[src/rtl/mux_scan_sampler.sv]
// Scans every mux channel by stepping the select, captures one bit per channel,
// and presents the captured word on a valid/ready output.
module mux_scan_sampler #(
  parameter int unsigned NUM_CH     = 4,
  parameter int unsigned SEL_W      = 2,
  parameter int unsigned SETTLE_CYC = 1
) (
  input  logic              clk,
  input  logic              rst,
  input  logic              start,
  output logic [SEL_W-1:0]  sel,
  input  logic              mux_in,
  output logic              busy,
  output logic [NUM_CH-1:0] out_data,
  output logic              out_valid,
  input  logic              out_ready
);

  localparam int unsigned CNT_W = $clog2(SETTLE_CYC + 1);
  localparam logic [SEL_W-1:0] LAST_SEL = SEL_W'(NUM_CH - 1);
  localparam logic [CNT_W-1:0] CNT_LAST = CNT_W'(SETTLE_CYC - 1);

  typedef enum logic [1:0] {
    IDLE   = 2'd0,
    SETTLE = 2'd1,
    DONE   = 2'd2
  } state_t;

  state_t            state;
  logic [CNT_W-1:0]  cnt;
  logic [NUM_CH-1:0] shadow;
  logic [NUM_CH-1:0] merged;

  // Shadow word with the bit for the current select replaced by the live mux output.
  always_comb begin
    merged = shadow;
    for (int i = 0; i < int'(NUM_CH); i++) begin
      if (sel == SEL_W'(i)) merged[i] = mux_in;
    end
  end

  always_ff @(posedge clk) begin
    if (rst) begin
      state     <= IDLE;
      sel       <= '0;
      busy      <= 1'b0;
      out_valid <= 1'b0;
      out_data  <= '0;
      cnt       <= '0;
      shadow    <= '0;
    end else begin
      case (state)
        IDLE: begin
          if (start) begin
            state <= SETTLE;
            sel   <= '0;
            cnt   <= '0;
            busy  <= 1'b1;
          end
        end
        SETTLE: begin
          // Sample on the last settle cycle of this select value.
          if (cnt == CNT_LAST) begin
            shadow <= merged;
            cnt    <= '0;
            if (sel == LAST_SEL) begin
              out_data  <= merged;
              out_valid <= 1'b1;
              state     <= DONE;
            end else begin
              sel <= sel + SEL_W'(1);
            end
          end else begin
            cnt <= cnt + CNT_W'(1);
          end
        end
        DONE: begin
          if (out_ready) begin
            state     <= IDLE;
            out_valid <= 1'b0;
            busy      <= 1'b0;
            sel       <= '0;
          end
        end
        default: begin
          state <= IDLE;
        end
      endcase
    end
  end

endmodule
[config.mk]
export PLATFORM = sky130hd
export DESIGN_NAME = mux_scan_sampler
export DESIGN_NICKNAME = d
export VERILOG_FILES = /design/src/rtl/mux_scan_sampler.sv
export SDC_FILE = /design/constraint.sdc
export NUM_CORES = 1
export LEC_CHECK = 0
export CORE_AREA = 2 2 41 43
export CTS_CLUSTER_SIZE = 28
export DETAILED_ROUTE_END_ITERATION = 7
export DIE_AREA = 0 0 43 45
export HOLD_SLACK_MARGIN = 0.06
export PLACE_DENSITY_LB_ADDON = 0.08
export SETUP_SLACK_MARGIN = 0.1
export SLEW_MARGIN = 20
export SYNTH_ARGS = -nofsm -noshare
export SYNTH_HDL_FRONTEND = slang
export SYNTH_SLANG_ARGS = --single-unit
[constraint.sdc]
create_clock -name clk -period 1.4 [get_ports clk]
set_input_delay 0.14 -clock clk [delete_from_list [all_inputs] [get_ports clk]]
set_output_delay 0.14 -clock clk [all_outputs]
set_load 0.02 [all_outputs]
==> results of run 1 <==
[registers in the layout, summed over array words and instances, names as in the netlist]
register and count:
state 2, out_valid 1, shadow 3, busy 1, sel 2, out_data 4
[layer usage]
layer	track usage	vias up	wire (um)
met3	0.0360	2	57
met1	0.206	255	666
li1	-	280	-
met4	0.0909	0	17
met5	0	-	0
met2	0.233	10	519
[kinds of logic after synthesis]
family,count (synthesis),synth area share
flip-flops,13,0.405
AND/OR/NAND/NOR,25,0.216
adder cells (fa/ha/maj),4,0.0780
AO/OA/AOI/OAI,16,0.150
buffers and inverters,8,0.0565
multiplexers,6,0.0936
[synthesized netlist by cell type (all sizes together)]
| master | number | area share |
|---|---|---|
| dfxtp | 13 | 0.41 |
| nor2 | 7 | 0.041 |
| a21oi | 6 | 0.047 |
| mux2i | 6 | 0.094 |
| nand3b | 5 | 0.058 |
| ha | 4 | 0.078 |
| inv | 4 | 0.023 |
| nand2 | 4 | 0.023 |
| a211oi | 3 | 0.035 |
| buf | 3 | 0.027 |
| o21ai | 3 | 0.023 |
| nand4b | 2 | 0.027 |
| nor2b | 2 | 0.019 |
| nor3 | 2 | 0.016 |
| a31oi | 1 | 0.0098 |
| and3b | 1 | 0.014 |
| clkbuf | 1 | 0.0058 |
| nand2b | 1 | 0.0098 |
| nand3 | 1 | 0.0078 |
| o211ai | 1 | 0.012 |
| o21a | 1 | 0.012 |
| o21bai | 1 | 0.012 |
[worst max-delay path, delay by kind of cell (launching register included)]
family / cells / cell delay (ns)
flip-flops: 1 / 0.40
AO/OA/AOI/OAI: 1 / 0.20
AND/OR/NAND/NOR: 2 / 0.32
adder cells (fa/ha/maj): 1 / 0.18
[power groups by stage]
| stage | combinational, mW | clock [mW] | sequential, mW |
|---|---|---|---|
| final | 0.0882 | 0.232 | 0.395 |
| after global routing | 0.0982 | 0.254 | 0.397 |
| after CTS | 0.0885 | 0.240 | 0.396 |
| after detailed placement | 0.0921 | 0 | 0.404 |
| after global placement | 0.0932 | 0 | 0.403 |
| after floorplan | 0.0483 | 0 | 0.408 |
[final cells by class]
class / instances / area share
Timing Repair Buffer: 14 / 0.153
Multi-Input combinational cell: 51 / 0.445
Clock buffer: 4 / 0.0321
Tap cell: 16 / 0.0245
Sequential cell: 13 / 0.327
Inverter: 4 / 0.0183
[how the worst max path moves through the flow]
stage / startpoint / slack [ns] / to
floorplan: sel[0]$_SDFFE_PP0P_ / 0.14 / out_data[0]$_SDFFE_PP0P_
global placement: sel[0]$_SDFFE_PP0P_ / 0.14 / out_data[0]$_SDFFE_PP0P_
detailed placement: sel[0]$_SDFFE_PP0P_ / 0.09 / out_data[2]$_SDFFE_PP0P_
CTS: sel[0]$_SDFFE_PP0P_ / 0.11 / out_data[2]$_SDFFE_PP0P_
global route: sel[0]$_SDFFE_PP0P_ / 0.11 / out_data[0]$_SDFFE_PP0P_
finish: sel[0]$_SDFFE_PP0P_ / 0.21 / out_data[0]$_SDFFE_PP0P_
[repair_timing]
action | CTS | global route
gates resized for setup | 9 | 4
pin swaps | 0 | 0
hold endpoints to repair | 0 | 0
setup endpoints to repair | 11 | 4
==> metrics.cfg, run 1 <==
[placement]
io_buffers = 12
dp_cells = 98
pre_cts_ws_ns = 0.0900
dpl_cell_area_um2 = 781
place_congestion = 0.702
dp_hpwl_um = 889

[timing]
hold_viol_final = 0
fin_tns_setup_ns = 0
fin_crit_sh = 0.853
final_max_slew_viol_count = 0
clock.fmax_ghz = 0.837
fin_skew_ns = 0.00450
rsz0062_at_grt = no
finalSetupViolations = 0
worst_slack_ns = 0.205
period_needed_ns = 1.19
slew_headroom = 0.654
tightest_slew_ns = 0.518
hold_slack_ns = 0.460

[finish]
n_antenna_cell = 0
multiInputGateArea_um2 = 364
area_delta_synth_final_pct = 27.5
layout_commonest_cell = dfxtp_1
postLayoutCellArea_um2 = 818
regArea_um2 = 268
nets = 96
final_core_util = 0.556
layout_common_cells = dfxtp_1 (11), dlygate4sd2_1 (8), nor2_1 (7)
stdcell_count = 102
fillers = 158
drive_gt1_frac = 0.116

[floorplan]
rows = 14
die_area_mm2 = 0.00194
chipHeight_um = 45
initial_utilization = 0.436
die_w_um = 43
core_mm2 = 0.00147
ios = 13

[setup_path]
r2r-start = sel[0]$_SDFFE_PP0P_
cp_data_required_time_ns = 1.58
crit_fanout = 8
critical_path.slowest_cell = dfxtp_4
cp_cell_sequence = ha_4, and3b_2, nor2_1, a211oi_1
r2r_end = out_data[0]$_SDFFE_PP0P_
worstSetupStartpointType = flip-flop
max_stage_delay_ns = 0.40
end_kind = flip-flop
crit_arrival_ns = 1.38
reg2reg_depth = 4
crit_type = reg2reg
rrSetupSlack_ns = 0.21

[detailed_routing]
routed_wl_um = 1260
via_count = 547
wl_per_cell_um = 12.4
dr.pass1.iters = 4
drtAntennaViolNets = 0
drc = 0
via_per_inst = 5.36
drtIter0Drc = 5

[cts]
worstSkewPairLatency_ns = 0.27
cts.clk_slew.worst_paths_ns = 0.08
cts_sinks = 13
cts_inserted_buffers = 3
postCtsHoldBufs = 0
cts_tree = done
root_buffer = clkbuf_4
clk_path_buf_depth = 2
post_cts_buffers = 0
h-tree-depth = 1

[global_route]
antenna_found_initial = 0
grt_overflow = 0
grt_usage = 0.155
grt_max_degree = 14
grt_first_pass_wirelength_um = 2190
grt_pass1_vias = 509

[hold_path]
hold_end = out_data[3]$_SDFFE_PP0P_
hp-class = reg2reg
min_from = out_data[3]$_SDFFE_PP0P_
whs_path_depth = 2

[power]
powerDensity_mw_per_mm2 = 873
intPower_mw = 0.533
comb_power_share = 0.123
max-vdd-ir-drop_uv = 663
leakagePower_nw = 0.339
swShare = 0.254
p_seq_frac = 0.552
p_sw_mw = 0.182
p_clk_frac = 0.324
finalPower_mw = 0.715

[synth]
ys_ff_latch = 13
synth.distinct_cells = 24
synthesis.nets = 81
ys_warn_count = 0
synth.avg_cell_area_um2 = 8.91
seq_area_frac_synth = 0.405
syn_area_um2 = 642
synthCells = 72

[flow_run]
cap_viol_max_count = 0

[status]
status = finished clean

(Power assumes the default switching activity.)
==> run 2: changes to the inputs <==
--- a/config.mk
+++ b/config.mk
@@ -5,6 +5,7 @@
 export SDC_FILE = /design/constraint.sdc
 export NUM_CORES = 1
 export LEC_CHECK = 0
+export CAP_MARGIN = 0
 export CORE_AREA = 2 2 41 43
 export CTS_CLUSTER_SIZE = 28
 export DETAILED_ROUTE_END_ITERATION = 7
==> results of run 2 <==
Final layout, timing and power as in run 1 (identical DEF).
